==> config.mk <==
export PLATFORM = sky130hd
export DESIGN_NAME = idma_inoc_rd_sched
export DESIGN_NICKNAME = d
export VERILOG_FILES = /design/src/rtl/idma_inoc_rd_sched_pkg.sv /design/src/rtl/idma_rr_arbiter.sv /design/src/rtl/idma_inoc_rd_sched.sv
export SDC_FILE = /design/constraint.sdc
export NUM_CORES = 1
export LEC_CHECK = 0
export BUFFER_PORTS_ARGS = -buffer_cell sky130_fd_sc_hd__buf_2
export CAP_MARGIN = 20
export CORE_MARGIN = 4
export CORE_UTILIZATION = 42
export CTS_BUF_LIST = sky130_fd_sc_hd__clkbuf_8
export CTS_CLUSTER_SIZE = 20
export DETAILED_ROUTE_END_ITERATION = 8
export GPL_ROUTABILITY_DRIVEN = 0
export PLACE_DENSITY_LB_ADDON = 0.2
export SYNTH_ARGS = -nofsm -noshare
export SYNTH_HDL_FRONTEND = slang
export SYNTH_SLANG_ARGS = --single-unit
==> constraint.sdc <==
create_clock -name clk -period 1.6 [get_ports clk]
set_clock_uncertainty 0.15 [all_clocks]
set_input_delay 0.08 -clock clk [delete_from_list [all_inputs] [get_ports clk]]
set_output_delay 0.08 -clock clk [all_outputs]
set_load 0.03 [all_outputs]
==> src/rtl/idma_inoc_rd_sched_pkg.sv <==
// Shared types and constants for the iDMA iNoC ibuffer read scheduler.
//   state_e      : scheduler FSM state encoding (3 bits)
//   MAX_WORD_LEN : width of a command word count
package idma_inoc_rd_sched_pkg;

    localparam int unsigned MAX_WORD_LEN = 13;

    typedef enum logic [2:0] {
        IDLE  = 3'd0,
        START = 3'd1,
        BUSY  = 3'd2,
        DONE  = 3'd3,
        FLUSH = 3'd4
    } state_e;

endpackage

==> src/rtl/idma_rr_arbiter.sv <==
// Combinational round-robin pick: first asserted request at or after ptr, wrapping.
//   req   : request vector
//   ptr   : highest-priority index this round
//   grant : one-hot grant (zero when no request)
//   idx   : encoded index of the grant (zero when no request)
module idma_rr_arbiter #(
    parameter int unsigned N  = 2,
    parameter int unsigned IW = $clog2(N)
) (
    input  logic [N-1:0]  req,
    input  logic [IW-1:0] ptr,
    output logic [N-1:0]  grant,
    output logic [IW-1:0] idx
);

    int unsigned j;
    logic        found;

    // Scan N positions starting at ptr; the first hit wins.
    always_comb begin
        grant = '0;
        idx   = '0;
        found = 1'b0;
        j     = 0;
        for (int unsigned i = 0; i < N; i++) begin
            j = (32'(ptr) + i) % N;
            if (!found && req[j]) begin
                grant[j] = 1'b1;
                idx      = IW'(j);
                found    = 1'b1;
            end
        end
    end

endmodule

==> src/rtl/idma_inoc_rd_sched.sv <==
// Command scheduler in front of the iDMA iNoC ibuffer read unit.
// Arbitrates word-granular read commands round-robin, pulses the read unit,
// waits for return_done and reports completion to the granted requester.
// Optional watchdog: define IDMA_RD_SCHED_TIMEOUT_EN to abort a BUSY command
// after 2**TIMEOUT_W-1 cycles without return_done.
//   req_valid/req_ready          : per-requester handshake (ready is combinational)
//   req_word_addr/num/last       : packed per-requester command fields
//   abort                        : flush the command in START/BUSY
//   ibuffer_rd_start/word_addr/num : read unit command
//   return_done                  : read unit finished
//   op_last_or_finish            : operation end / invalidate pulse
//   done_valid/id/err            : completion report
//   busy                         : scheduler not idle
module idma_inoc_rd_sched
    import idma_inoc_rd_sched_pkg::*;
#(
    parameter int unsigned NUM_REQ   = 2,
    parameter int unsigned MEM_AW    = 15,
    parameter int unsigned WORD_NUM  = 4,
    parameter int unsigned WA_W      = MEM_AW + $clog2(WORD_NUM),
`ifdef IDMA_RD_SCHED_TIMEOUT_EN
    parameter int unsigned TIMEOUT_W = 16,
`endif
    parameter int unsigned ID_W      = $clog2(NUM_REQ)
) (
    input  logic                            clk,
    input  logic                            rst_n,
    input  logic [NUM_REQ-1:0]              req_valid,
    output logic [NUM_REQ-1:0]              req_ready,
    input  logic [NUM_REQ*WA_W-1:0]         req_word_addr,
    input  logic [NUM_REQ*MAX_WORD_LEN-1:0] req_word_num,
    input  logic [NUM_REQ-1:0]              req_last,
    input  logic                            abort,
    output logic                            ibuffer_rd_start,
    output logic [WA_W-1:0]                 ibuffer_word_addr,
    output logic [MAX_WORD_LEN-1:0]         ibuffer_word_num,
    output logic                            op_last_or_finish,
    input  logic                            return_done,
    output logic                            done_valid,
    output logic [ID_W-1:0]                 done_id,
    output logic                            done_err,
    output logic                            busy
);

    state_e                  state, state_nxt;
    logic [ID_W-1:0]         ptr;
    logic [NUM_REQ-1:0]      gnt_oh;
    logic [ID_W-1:0]         gnt_idx;
    logic                    gnt_any_c;
    logic [WA_W-1:0]         sel_addr_c;
    logic [MAX_WORD_LEN-1:0] sel_num_c;
    logic                    cmd_last;
    logic [ID_W-1:0]         cmd_id;
    logic                    fin_last_c;
    logic [ID_W-1:0]         fin_id_c;
    logic                    fin_err_c;
    logic                    fin_c;
    logic                    to_hit_c;

    idma_rr_arbiter #(
        .N  (NUM_REQ),
        .IW (ID_W)
    ) u_arb (
        .req   (req_valid),
        .ptr   (ptr),
        .grant (gnt_oh),
        .idx   (gnt_idx)
    );

    assign gnt_any_c  = |req_valid;
    assign sel_addr_c = req_word_addr[32'(gnt_idx) * WA_W +: WA_W];
    assign sel_num_c  = req_word_num[32'(gnt_idx) * MAX_WORD_LEN +: MAX_WORD_LEN];

`ifdef IDMA_RD_SCHED_TIMEOUT_EN
    logic [TIMEOUT_W-1:0] to_cnt;

    // Held at zero outside BUSY so it is clear on every BUSY entry; the hit
    // fires on the cycle the count steps to all-ones.
    assign to_hit_c = !return_done && (to_cnt == ~TIMEOUT_W'(1));

    always_ff @(posedge clk or negedge rst_n) begin
        if (!rst_n) begin
            to_cnt <= '0;
        end else if (state != BUSY) begin
            to_cnt <= '0;
        end else if (!return_done) begin
            to_cnt <= to_cnt + TIMEOUT_W'(1);
        end
    end
`else
    assign to_hit_c = 1'b0;
`endif

    // Next state, grant and completion attributes; in IDLE the completion
    // attributes come straight from the granted request (zero-length path).
    always_comb begin
        state_nxt  = state;
        req_ready  = '0;
        fin_last_c = cmd_last;
        fin_id_c   = cmd_id;
        fin_err_c  = 1'b0;
        case (state)
            IDLE: begin
                if (gnt_any_c) begin
                    req_ready  = gnt_oh;
                    fin_last_c = req_last[gnt_idx];
                    fin_id_c   = gnt_idx;
                    fin_err_c  = (sel_num_c == '0);
                    state_nxt  = (sel_num_c == '0) ? DONE : START;
                end
            end
            START:   state_nxt = abort ? FLUSH : BUSY;
            BUSY: begin
                if (return_done) begin
                    state_nxt = DONE;
                end else if (abort || to_hit_c) begin
                    state_nxt = FLUSH;
                end
            end
            DONE:    state_nxt = IDLE;
            FLUSH:   state_nxt = IDLE;
            default: state_nxt = IDLE;
        endcase
    end

    assign fin_c = (state_nxt == DONE) || (state_nxt == FLUSH);

    // State, command latches and registered outputs aligned with the next state.
    always_ff @(posedge clk or negedge rst_n) begin
        if (!rst_n) begin
            state             <= IDLE;
            ptr               <= '0;
            cmd_last          <= 1'b0;
            cmd_id            <= '0;
            ibuffer_word_addr <= '0;
            ibuffer_word_num  <= '0;
            ibuffer_rd_start  <= 1'b0;
            op_last_or_finish <= 1'b0;
            done_valid        <= 1'b0;
            done_id           <= '0;
            done_err          <= 1'b0;
            busy              <= 1'b0;
        end else begin
            state <= state_nxt;
            if (state == IDLE && gnt_any_c) begin
                ptr               <= (gnt_idx == ID_W'(NUM_REQ - 1)) ? '0 : gnt_idx + ID_W'(1);
                cmd_last          <= req_last[gnt_idx];
                cmd_id            <= gnt_idx;
                ibuffer_word_addr <= sel_addr_c;
                ibuffer_word_num  <= sel_num_c;
            end
            ibuffer_rd_start  <= (state_nxt == START);
            done_valid        <= fin_c;
            done_id           <= fin_c ? fin_id_c : '0;
            done_err          <= (state_nxt == FLUSH) || ((state_nxt == DONE) && fin_err_c);
            op_last_or_finish <= (state_nxt == FLUSH) || ((state_nxt == DONE) && fin_last_c);
            busy              <= (state_nxt != IDLE);
        end
    end

endmodule

==> metrics.txt <==
# TYPE chip_impl_metric gauge
chip_impl_metric{name="detail_route.iter0.violations",unit=""} 112
chip_impl_metric{name="yosysWarnings",unit=""} 0
chip_impl_metric{name="fin_nets",unit=""} 449
chip_impl_metric{name="fmax",unit="MHz"} 614
chip_impl_metric{name="postRouteAntennaNets",unit=""} 0
chip_impl_metric{name="synth_seq_area_share",unit=""} 0.509
chip_impl_metric{name="pwr_density_cell",unit="nW/um^2"} 1740
chip_impl_metric{name="initial_core_utilization",unit=""} 0.434
chip_impl_metric{name="drt_wl_total",unit="microns"} 7170
chip_impl_metric{name="floorplan.rows",unit=""} 25
chip_impl_metric{name="grtUsageMet3",unit=""} 0.0585
chip_impl_metric{name="max-slew-margin-rel",unit=""} 0.684
chip_impl_metric{name="cp_data_arrival_time",unit="ns"} 1.66
chip_impl_metric{name="global_route.overflow_total",unit=""} 0
chip_impl_metric{name="wl_per_cell",unit="microns"} 16.0
chip_impl_metric{name="pre_cts_slack",unit="ns"} 0.00799
chip_impl_info{name="postSynth.topFlopCell",value="sky130_fd_sc_hd__dfrtp_1"} 1
chip_impl_metric{name="finalCriticalPeriod",unit="ns"} 1.63
chip_impl_metric{name="design.portCount",unit=""} 106
chip_impl_metric{name="final.period_utilization",unit=""} 1.02
chip_impl_metric{name="clock_insertion_delay_worst_skew",unit="ns"} 0.29
chip_impl_metric{name="instances_no_fill",unit=""} 448
chip_impl_metric{name="post_route_cells_drive_above_1_share",unit=""} 0.441
chip_impl_info{name="rsz0062_at_grt",value="true"} 1
chip_impl_metric{name="drcViolationCount",unit=""} 0
chip_impl_metric{name="drtPass1Iterations",unit=""} 4
chip_impl_metric{name="synth_seq_cells",unit=""} 42
chip_impl_metric{name="clk_pin_slew",unit="ns"} 0.08
chip_impl_metric{name="worstHoldPathCells",unit=""} 3
chip_impl_metric{name="maxCapViolations",unit=""} 0
chip_impl_info{name="cts_tree",value="done"} 1
chip_impl_metric{name="grt_usage",unit=""} 0.224
chip_impl_metric{name="synth-async-reset-ratio",unit=""} 1.00
chip_impl_metric{name="port_buf_inserts",unit=""} 105
chip_impl_metric{name="fp.dieArea",unit="sq um"} 6100
chip_impl_metric{name="global_route.usage.met2",unit=""} 0.400
chip_impl_info{name="element_type_at_the_critical_path_end",value="register"} 1
chip_impl_metric{name="netSwitchingFraction",unit=""} 0.444
chip_impl_metric{name="setup_slack",unit="ns"} -0.0298
chip_impl_metric{name="comb_power_share",unit=""} 0.575
chip_impl_metric{name="clock_tree.htree_level_count",unit=""} 2
chip_impl_metric{name="vias",unit=""} 2246
chip_impl_metric{name="die_y",unit="microns"} 78.1
chip_impl_metric{name="power_report.internal_total",unit="mW"} 3.57
chip_impl_metric{name="number_of_max_slew_violations_in_the_final_report",unit=""} 0
chip_impl_info{name="failing_checks",value="negative hold slack, negative setup slack"} 1
chip_impl_metric{name="fin_hold_ws",unit="ns"} -0.0267
chip_impl_metric{name="clkPwrFrac",unit=""} 0.133
chip_impl_metric{name="synth.lib_cells_used.distinct",unit=""} 41
chip_impl_metric{name="r2r_cells",unit=""} 7
chip_impl_info{name="run_status",value="complete, but fails checks"} 1
chip_impl_info{name="timing.critical_path.from_type",value="register"} 1
chip_impl_metric{name="antenna_found_initial",unit=""} 0
chip_impl_metric{name="placed_cells",unit=""} 372
chip_impl_info{name="timing.setup.critical_path_class",value="reg2reg"} 1
chip_impl_metric{name="report.final.setup_viol",unit=""} 15
chip_impl_metric{name="cts-buffers-inserted",unit=""} 5
chip_impl_metric{name="dp_hpwl",unit="microns"} 4070
chip_impl_metric{name="power_frac_seq",unit=""} 0.292
chip_impl_metric{name="num_antenna_cells",unit=""} 0
chip_impl_metric{name="area_growth_syn_to_layout",unit="%"} 79.0
chip_impl_metric{name="cp_data_required_time",unit="ns"} 1.63
chip_impl_metric{name="syn_avg_cell_area",unit="sq um"} 10.4
chip_impl_metric{name="p_switching",unit="mW"} 2.85
chip_impl_metric{name="core",unit="sq um"} 4750
chip_impl_metric{name="final_hold_viol_count",unit=""} 2
chip_impl_metric{name="met1_track_demand_over_resource_in_global_routing",unit=""} 0.263
chip_impl_metric{name="synth-edff-count",unit=""} 0
chip_impl_metric{name="vdd.ir_drop.worst",unit="uV"} 888
chip_impl_info{name="cell_at_the_root_of_the_clock_tree",value="sky130_fd_sc_hd__clkbuf_8"} 1
chip_impl_metric{name="crit_fanout",unit=""} 17
chip_impl_metric{name="synth.net_count",unit=""} 267
chip_impl_metric{name="grt_pass1_vias",unit=""} 2251
chip_impl_metric{name="p_leak",unit="nW"} 1.90
chip_impl_info{name="slowest_stage",value="sky130_fd_sc_hd__dfrtp_2"} 1
chip_impl_metric{name="crit_path_max_incr_delay",unit="ns"} 0.44
chip_impl_metric{name="clock_sink_count",unit=""} 42
chip_impl_metric{name="grt_max_degree",unit=""} 35
chip_impl_metric{name="ctsLongestPathBuffers",unit=""} 2
chip_impl_metric{name="grt_pass1_wl",unit="microns"} 10800
chip_impl_metric{name="netlist_area",unit="sq um"} 2070
chip_impl_metric{name="post_synth_inst_count",unit=""} 199
chip_impl_metric{name="worst-slew-pin-transition",unit="ns"} 0.474
chip_impl_info{name="grt.busiest_layer",value="met2"} 1
chip_impl_info{name="min-delay-path-class",value="in2reg"} 1
chip_impl_metric{name="fillerInstances",unit=""} 306
chip_impl_metric{name="vias_per_cell",unit=""} 5.01
chip_impl_metric{name="die_wd",unit="microns"} 78.1
chip_impl_info{name="path_cells",value="nor3_4, buf_6, buf_4, o21ai_4, clkbuf_16, nand2_1, o21ai_0"} 1
## routing by layer
| metal | part of all wire | routed length, microns |
|---|---|---|
| met1 | 0.40 | 2830 |
| met2 | 0.51 | 3640 |
| met3 | 0.062 | 444 |
| met4 | 0.035 | 249 |
| met5 | 0 | 0 |
## cell families (layout without fill, tap and decap cells)
logic type | after synthesis | after routing | synth area share
AND/OR/NAND/NOR | 63 | 63 | 0.158
flip-flops | 42 | 42 | 0.509
AO/OA/AOI/OAI | 48 | 48 | 0.148
multiplexers | 29 | 29 | 0.141
buffers and inverters | 16 | 198 | 0.0400
XOR/XNOR | 1 | 1 | 0.00424
## what timing repair did
item | in CTS | in global routing
pin swaps | 5 | 7
cloned | 0 | 2
setup buffers | 6 | 3
endpoints found under the setup margin | 3 | 32
resized for setup | 18 | 38
hold endpoints to repair | 72 | 0
hold buffers | 58 | 0
## worst max-delay path, delay by kind of cell, from the launching register on
kind / cells / cell delay, ns
simple gates: 2 / 0.29
compound gates: 2 / 0.17
buf+inv: 3 / 0.45
flops: 1 / 0.44
## cell usage after synthesis (2+ instances only)
cell                        n  area [sq um]
sky130_fd_sc_hd__dfrtp_1   42          1050
sky130_fd_sc_hd__nand2_1   36           135
sky130_fd_sc_hd__mux2i_1   29           290
sky130_fd_sc_hd__o21ai_0   27           135
sky130_fd_sc_hd__clkbuf_1   6          22.5
sky130_fd_sc_hd__a21oi_1    5          25.0
sky130_fd_sc_hd__nor2_1     5          18.8
sky130_fd_sc_hd__nor4_1     5          31.3
sky130_fd_sc_hd__inv_1      4          15.0
sky130_fd_sc_hd__o21ai_1    4          20.0
sky130_fd_sc_hd__buf_4      3          22.5
sky130_fd_sc_hd__and2b_2    2          17.5
sky130_fd_sc_hd__nand3_1    2          10.0
sky130_fd_sc_hd__nor3_1     2          10.0
## layout by cell type, fill, tap and decap left out, drive strengths merged, types with 2 or more instances in the layout
cell / instances
clkbuf: 8
nor4: 5
and2b: 3
nor2: 5
nand2: 36
inv: 5
o21ai: 33
mux2i: 29
dfrtp: 42
dlygate4sd3: 58
a21oi: 5
nand3: 2
buf: 126
nor3: 3
## worst paths after layout
kind | to | from | slack, ns
worst min-delay path | ibuffer_word_num[5]$_DFFE_PN0P_ | req_word_num[18] | -0.03
worst max register to register | ibuffer_word_num[9]$_DFFE_PN0P_ | state[2]$_DFF_PN0_ | -0.03
max in group asynchronous | state[2]$_DFF_PN0_ | rst_n | 0.68
worst min register to register | ibuffer_word_addr[2]$_DFFE_PN0P_ | ibuffer_word_addr[2]$_DFFE_PN0P_ | 0.33
worst max-delay path | ibuffer_word_num[9]$_DFFE_PN0P_ | state[2]$_DFF_PN0_ | -0.03
min in group asynchronous | ibuffer_word_num[6]$_DFFE_PN0P_ | rst_n | 0.12
## registers in the layout, summed over array words and instances (netlist names)
register and cells:
ibuffer_word_addr 17, ibuffer_word_num 13, state 3, busy 1, cmd_id 1, cmd_last 1, done_err 1, done_id 1
done_valid 1, ibuffer_rd_start 1, op_last_or_finish 1, ptr 1
## layout make-up
type,count,area [sq um],area share
clock buffer,6,82.6,0.0223
clock inverter,1,30.0,0.00812
inverter,5,18.8,0.00507
multi-input combinational,141,1040,0.281
sequential,42,1060,0.286
tap,67,83.8,0.0227
timing repair buffer,186,1390,0.376
## power groups by stage
stage	Sequential (mW)	Clock (mW)	Combinational, mW
finish	1.88	0.851	3.69
global route	1.94	0.908	3.95
CTS	1.86	0.866	3.27
detailed placement	1.88	0	2.94
global placement	1.86	0	2.91
floorplan	2.69	0	1.16
## through the flow
stage,utilization,TNS [ns],total power [mW],area (sq um)
floorplan,-,0,3.85,2070
global placement,0.580,0,4.77,2760
detailed placement,0.580,0,4.82,2760
CTS,0.747,-0.0465,6.00,3550
global route,0.778,-1.51,6.80,3700
finish,0.778,-0.202,6.42,3700
Power figures use the tool's default switching activity.
